`src/rtl/id_ex_stage.sv`:
```
// ID/EX pipeline register for the 5-stage core.
// Captures the decoded control word and payload from ID, detects load-use
// hazards against the instruction currently in ID/EX, inserts bubbles on
// load-use or EX redirect, freezes on EX hold, and counts inserted bubbles.
//
// Control word fields:
//   [11] RegWrite  [10:9] DataSel  [8] MemRead  [7] MemWrite
//   [6:4] AddrSel  [3:1] ALUOp     [0] ALUSel
module id_ex_stage #(
  parameter int DATA_W = 32,
  parameter int REG_AW = 5,
  parameter int CTR_W  = 12,
  parameter int CNT_W  = 16
) (
  input  logic              clk,
  input  logic              rst,
  input  logic [CTR_W-1:0]  ctrSignalsIn,
  input  logic              validIn,
  input  logic [DATA_W-1:0] pcIn,
  input  logic [DATA_W-1:0] rs1DataIn,
  input  logic [DATA_W-1:0] rs2DataIn,
  input  logic [DATA_W-1:0] immIn,
  input  logic [REG_AW-1:0] rs1AddrIn,
  input  logic [REG_AW-1:0] rs2AddrIn,
  input  logic [REG_AW-1:0] rdAddrIn,
  input  logic              flushIn,
  input  logic              exHoldIn,
  output logic [CTR_W-1:0]  ctrSignalsOut,
  output logic              validOut,
  output logic [DATA_W-1:0] pcOut,
  output logic [DATA_W-1:0] rs1DataOut,
  output logic [DATA_W-1:0] rs2DataOut,
  output logic [DATA_W-1:0] immOut,
  output logic [REG_AW-1:0] rs1AddrOut,
  output logic [REG_AW-1:0] rs2AddrOut,
  output logic [REG_AW-1:0] rdAddrOut,
  output logic              stallOut,
  output logic [CNT_W-1:0]  bubbleCntOut
);

  // Control word bit positions
  localparam int MEM_READ_BIT  = 8;
  localparam int MEM_WRITE_BIT = 7;
  localparam int ALU_SEL_BIT   = 0;

  localparam logic [1:0] DATA_SEL_LUI = 2'b01;
  localparam logic [1:0] DATA_SEL_PC  = 2'b11;
  localparam logic [2:0] ADDR_SEL_JAL = 3'b011;

  // Everything held in the pipeline register
  typedef struct packed {
    logic [CTR_W-1:0]  ctr;
    logic              valid;
    logic [DATA_W-1:0] pc;
    logic [DATA_W-1:0] rs1_data;
    logic [DATA_W-1:0] rs2_data;
    logic [DATA_W-1:0] imm;
    logic [REG_AW-1:0] rs1_addr;
    logic [REG_AW-1:0] rs2_addr;
    logic [REG_AW-1:0] rd_addr;
  } stage_t;

  stage_t           stage_d, stage_q;
  logic [CNT_W-1:0] bubble_cnt_d, bubble_cnt_q;
  logic [1:0]       data_sel;
  logic [2:0]       addr_sel;
  logic             rs1_used;
  logic             rs2_used;
  logic             load_use;
  logic             take_bubble;

  // Source-register usage of the ID instruction and load-use detection
  always_comb begin
    data_sel = ctrSignalsIn[10:9];
    addr_sel = ctrSignalsIn[6:4];
    // lui and jal do not read rs1; only R-type ALU ops and stores read rs2
    rs1_used = !((data_sel == DATA_SEL_LUI) ||
                 ((data_sel == DATA_SEL_PC) && (addr_sel == ADDR_SEL_JAL)));
    rs2_used = ctrSignalsIn[ALU_SEL_BIT] | ctrSignalsIn[MEM_WRITE_BIT];
    load_use = stage_q.valid && stage_q.ctr[MEM_READ_BIT] &&
               (stage_q.rd_addr != '0) && validIn &&
               ((rs1_used && (rs1AddrIn == stage_q.rd_addr)) ||
                (rs2_used && (rs2AddrIn == stage_q.rd_addr)));
  end

  // A held EX already freezes the front end, and a flush discards ID anyway
  assign stallOut = load_use && !flushIn && !exHoldIn;

  // Next-state selection: flush, then hold, then load-use bubble, then load
  always_comb begin
    // NOTE: every output of this block gets a default first so no path leaves it unassigned (which would infer a latch).
    stage_d      = stage_q;
    bubble_cnt_d = bubble_cnt_q;
    take_bubble  = 1'b0;
    if (flushIn) begin
      take_bubble = 1'b1;
    end else if (exHoldIn) begin
      stage_d = stage_q;
    end else if (load_use) begin
      take_bubble = 1'b1;
    end else begin
      stage_d.ctr      = ctrSignalsIn;
      stage_d.valid    = validIn;
      stage_d.pc       = pcIn;
      stage_d.rs1_data = rs1DataIn;
      stage_d.rs2_data = rs2DataIn;
      stage_d.imm      = immIn;
      stage_d.rs1_addr = rs1AddrIn;
      stage_d.rs2_addr = rs2AddrIn;
      stage_d.rd_addr  = rdAddrIn;
      // An empty slot must never write registers or memory downstream
      if (!validIn) begin
        stage_d.ctr   = '0;
        stage_d.valid = 1'b0;
      end
    end
    if (take_bubble) begin
      stage_d = '0;
      // Saturate rather than wrap so the monitor never under-reports
      if (bubble_cnt_q != '1) begin
        bubble_cnt_d = bubble_cnt_q + CNT_W'(1);
      end
    end
  end

  // Pipeline register and bubble counter, cleared asynchronously on reset
  always_ff @(posedge clk or posedge rst) begin
    if (rst) begin
      stage_q      <= '0;
      bubble_cnt_q <= '0;
    end else begin
      // NOTE: non-blocking assignments so every flop samples pre-edge values regardless of statement order.
      stage_q      <= stage_d;
      bubble_cnt_q <= bubble_cnt_d;
    end
  end

  assign ctrSignalsOut = stage_q.ctr;
  assign validOut      = stage_q.valid;
  assign pcOut         = stage_q.pc;
  assign rs1DataOut    = stage_q.rs1_data;
  assign rs2DataOut    = stage_q.rs2_data;
  assign immOut        = stage_q.imm;
  assign rs1AddrOut    = stage_q.rs1_addr;
  assign rs2AddrOut    = stage_q.rs2_addr;
  assign rdAddrOut     = stage_q.rd_addr;
  assign bubbleCntOut  = bubble_cnt_q;

endmodule

```
`config.mk`:
```
export PLATFORM = sky130hd
export DESIGN_NAME = id_ex_stage
export DESIGN_NICKNAME = d
export VERILOG_FILES = /design/src/rtl/id_ex_stage.sv
export SDC_FILE = /design/constraint.sdc
export NUM_CORES = 1
export LEC_CHECK = 0
export BUFFER_PORTS_ARGS = -buffer_cell sky130_fd_sc_hd__buf_4
export CORE_ASPECT_RATIO = 0.7
export CORE_MARGIN = 2
export CORE_UTILIZATION = 43
export CTS_CLUSTER_SIZE = 24
export DETAILED_ROUTE_END_ITERATION = 8
export MAX_ROUTING_LAYER = met4
export PLACE_DENSITY = 0.75
export SKIP_CTS_REPAIR_TIMING = 1
export SLEW_MARGIN = 20
export SYNTH_ARGS = -nofsm -noshare
export SYNTH_HDL_FRONTEND = slang
export SYNTH_SLANG_ARGS = --single-unit
```
`constraint.sdc`:
```
create_clock -name clk -period 5.9 [get_ports clk]
set_clock_uncertainty 0.1 [all_clocks]
set_input_delay 0.885 -clock clk [delete_from_list [all_inputs] [get_ports clk]]
set_output_delay 0.885 -clock clk [all_outputs]
set_load 0.05 [all_outputs]
```
==> impl_results.md <==
* Final Non-Filler Cells at 1,314
* Flops & latches, synth at roughly 170
* Critical Path Fanout Max at 58
* Gr usage total at 0.236
* Synthesized area at 7690 sq um
* Register area share after synthesis at 0.560
* Worst VDD drop at 166 uV
* Commonest non-fill, non-tap cell in the layout: buf_4
* CTS tree: yes
* Pwr Density at 293 nW/um^2
* Vias at slightly below 7,000
* Crit path required time at between 4 and 5 ns
* Worst Path Arrival at a little over 3 ns
* Top cells by area, synth: dfrtp_1, nand3b_1, a21oi_1
* Hpwl dp at 15.0 mm
* Avg Inst Size Synth at 9.81 sq um
* Synth warn at 0
* P&R area growth vs syn at 41.0%
* GP Congestion at 0.803
* Met3 routed WL at 1.87 mm
* First-pass GRT wire length at around 34 mm
* Final min period at about 4.0 ns
* Worst slew pin tran at 1.07 ns
* Setup Viol. Count Final at 0
* Status: finished clean
* Die area at 19,000 sq um
* Layout Utilization at 0.626
* Yosys cell types at 41
* Post-DR vias/cell at 5.19
* Worst R2R Setup Slack at 2.67 ns
* Layout cells sized above 1 at 0.350
* Metal-1 WL at 9.37 mm
* # DRC at 0
* Commonest non-fill, non-tap cells in the layout: buf_4, dfrtp_1, nand2_1, a21oi_1, nand3b_1
* Vias in the first global route at about 6,500
* Area share of the largest cell type after synthesis at 0.560
* NumNets Final at 1,231
* Routed len/inst at about 17 microns
* Max Cap Viol at 0
* Max Slew Vio Count at 0
* Total congestion overflow at 0
* Placement row count at 40
* Ports at roughly 330
* TritonCTS buffer count at 17
* Ant diodes at 0
* Cells after DPL at about 1,300
* Final hold violations at 0
* Worst setup EP type: output port
* Input/output buffers at about 330
* Starting density of the core at 0.444
* Clock buffer depth at 2
* Setup TNS at 0 ns
* Worst-path clk slew at 0.07 ns
* Cell count after synthesis at roughly 780
* Core footprint at 17,300 sq um
* Min-delay worst type: in -> async
* Chip Height at 116 microns
* CTS H-tree lvls at 4
* Fillers at 1,453
* Setup CP Type: in -> out
* Cell type with the largest total area after synthesis: dfrtp_1
* FMAX at 0.249 GHz
* Slew headroom at 0.288
* Wirelength, routed at 22.0 mm
* RSZ-0062 raised after global routing: no
* Crit start category: input port
* Initial antenna violation count at 0
* Largest net degree at the start of global routing at 128
* Clk Tree Root Cell: clkbuf_16
* Pre-antenna DRT Iters at 6
* 1st-iter DRT viols at 550
* Die width at 164 microns
* Leak at 0.00518 uW
* Clock latency on the worst-skew pair at 0.42 ns
* Post-Synthesis Net Count at 945
* Max layer used: met4
* Post-DRT Antenna Nets at 0
* Final worst-path cycle share at 0.682
* Met2 wire length at 10.5 mm
* Clk sinks at 172
## final cells by class
type                            instances  area (sq um)  share of cell area
Inverter                                5          23.8             0.00219
Multi-Input combinational cell        535          3080               0.284
Clock inverter                         12           135              0.0125
Tap cell                              231           289              0.0266
Sequential cell                       172          4300               0.397
Timing Repair Buffer                  339          2560               0.236
Clock buffer                           20           457              0.0421
## routing by layer
layer,global-route usage,up-vias
met5,-,-
met4,0.0579,0
met3,0.0691,17
met2,0.360,250
met1,0.311,3280
li1,-,3276
## kinds of logic (layout without fill, tap and decap cells)
logic type / Yosys count / after routing / share of synthesized area
flip-flops: 172 / 172 / 0.560
adder cells (fa/ha/maj): 1 / 1 / 0.00163
buffers and inverters: 77 / 376 / 0.0413
multiplexers: 4 / 4 / 0.00586
XOR/XNOR: 19 / 19 / 0.0216
AO/OA/AOI/OAI: 170 / 170 / 0.124
AND/OR/NAND/NOR: 341 / 341 / 0.246
## state kept, by name (all words and copies together) (netlist names)
name,cells
immOut,32
ctrSignalsOut,12
bubbleCntOut,16
rs1AddrOut,5
validOut,1
pcOut,32
rs1DataOut,32
rs2AddrOut,5
rs2DataOut,32
rdAddrOut,5
## power by group
group	internal, uW	switching (uW)	leakage, uW
logic	251	473	0.00261
registers	1260	65.7	0.00229
clock network	651	479	0.000280
total	2160	1020	0.00518
## through the flow
stage | hold WS (ns) | instance area (sq um) | setup slack, ns | total power, uW
floorplan | 0.654 | 7690 | 0.255 | 1790
global placement | 0.394 | 10200 | 1.85 | 2060
detailed placement | 0.404 | 10200 | 1.85 | 2070
CTS | 0.418 | 10800 | 1.85 | 3210
global route | 0.428 | 10800 | 1.60 | 3300
finish | 0.399 | 10800 | 1.88 | 3180
## worst paths after layout
path	startpoint	end	cells after the start
hold reg to reg	bubbleCntOut[9]$_DFFE_PP0P_	bubbleCntOut[9]$_DFFE_PP0P_	1
setup / recovery	exHoldIn	stallOut	7
hold / removal	rst	rs2DataOut[23]$_DFFE_PP0P_	2
min in group clk	bubbleCntOut[9]$_DFFE_PP0P_	bubbleCntOut[9]$_DFFE_PP0P_	1
setup reg to reg	rdAddrOut[1]$_DFFE_PP0P_	ctrSignalsOut[10]$_DFFE_PP0P_	8
max in group asynchronous	rst	immOut[5]$_DFFE_PP0P_	3
## cells in the mapped netlist
cell / number
o2111ai_1: 2
nor3b_1: 1
nand3b_1: 143
a2111oi_0: 2
o22a_1: 2
nand4_2: 1
nand4_1: 3
nor4_1: 1
a21oi_1: 144
and2_1: 1
inv_1: 5
a31oi_4: 1
nand2_1: 153
buf_2: 17
xnor2_1: 12
nor2b_1: 1
or2_1: 1
a211o_1: 1
a211oi_1: 2
a32oi_1: 11
nor4b_1: 1
o21ai_0: 2
a21boi_0: 1
nor3_1: 3
o22ai_2: 1
nand4b_1: 2
or4_1: 3
buf_1: 1
a22oi_1: 1
clkbuf_1: 53
nand2b_1: 1
or2_2: 1
nor2_1: 16
ha_1: 1
buf_6: 1
dfrtp_1: 172
nand3_1: 8
mux2_1: 1
xor2_1: 7
mux2_2: 3
nand2_2: 1
## worst max-delay path, cell delays in order
cell and delay, ns:
buf_6 0.18, nor2b_1 0.75, o2111ai_1 0.20, inv_1 0.19, nand2_4 0.35, nor2_1 0.21
buf_4 0.23
No activity file was read; power rests on OpenSTA's default activity.
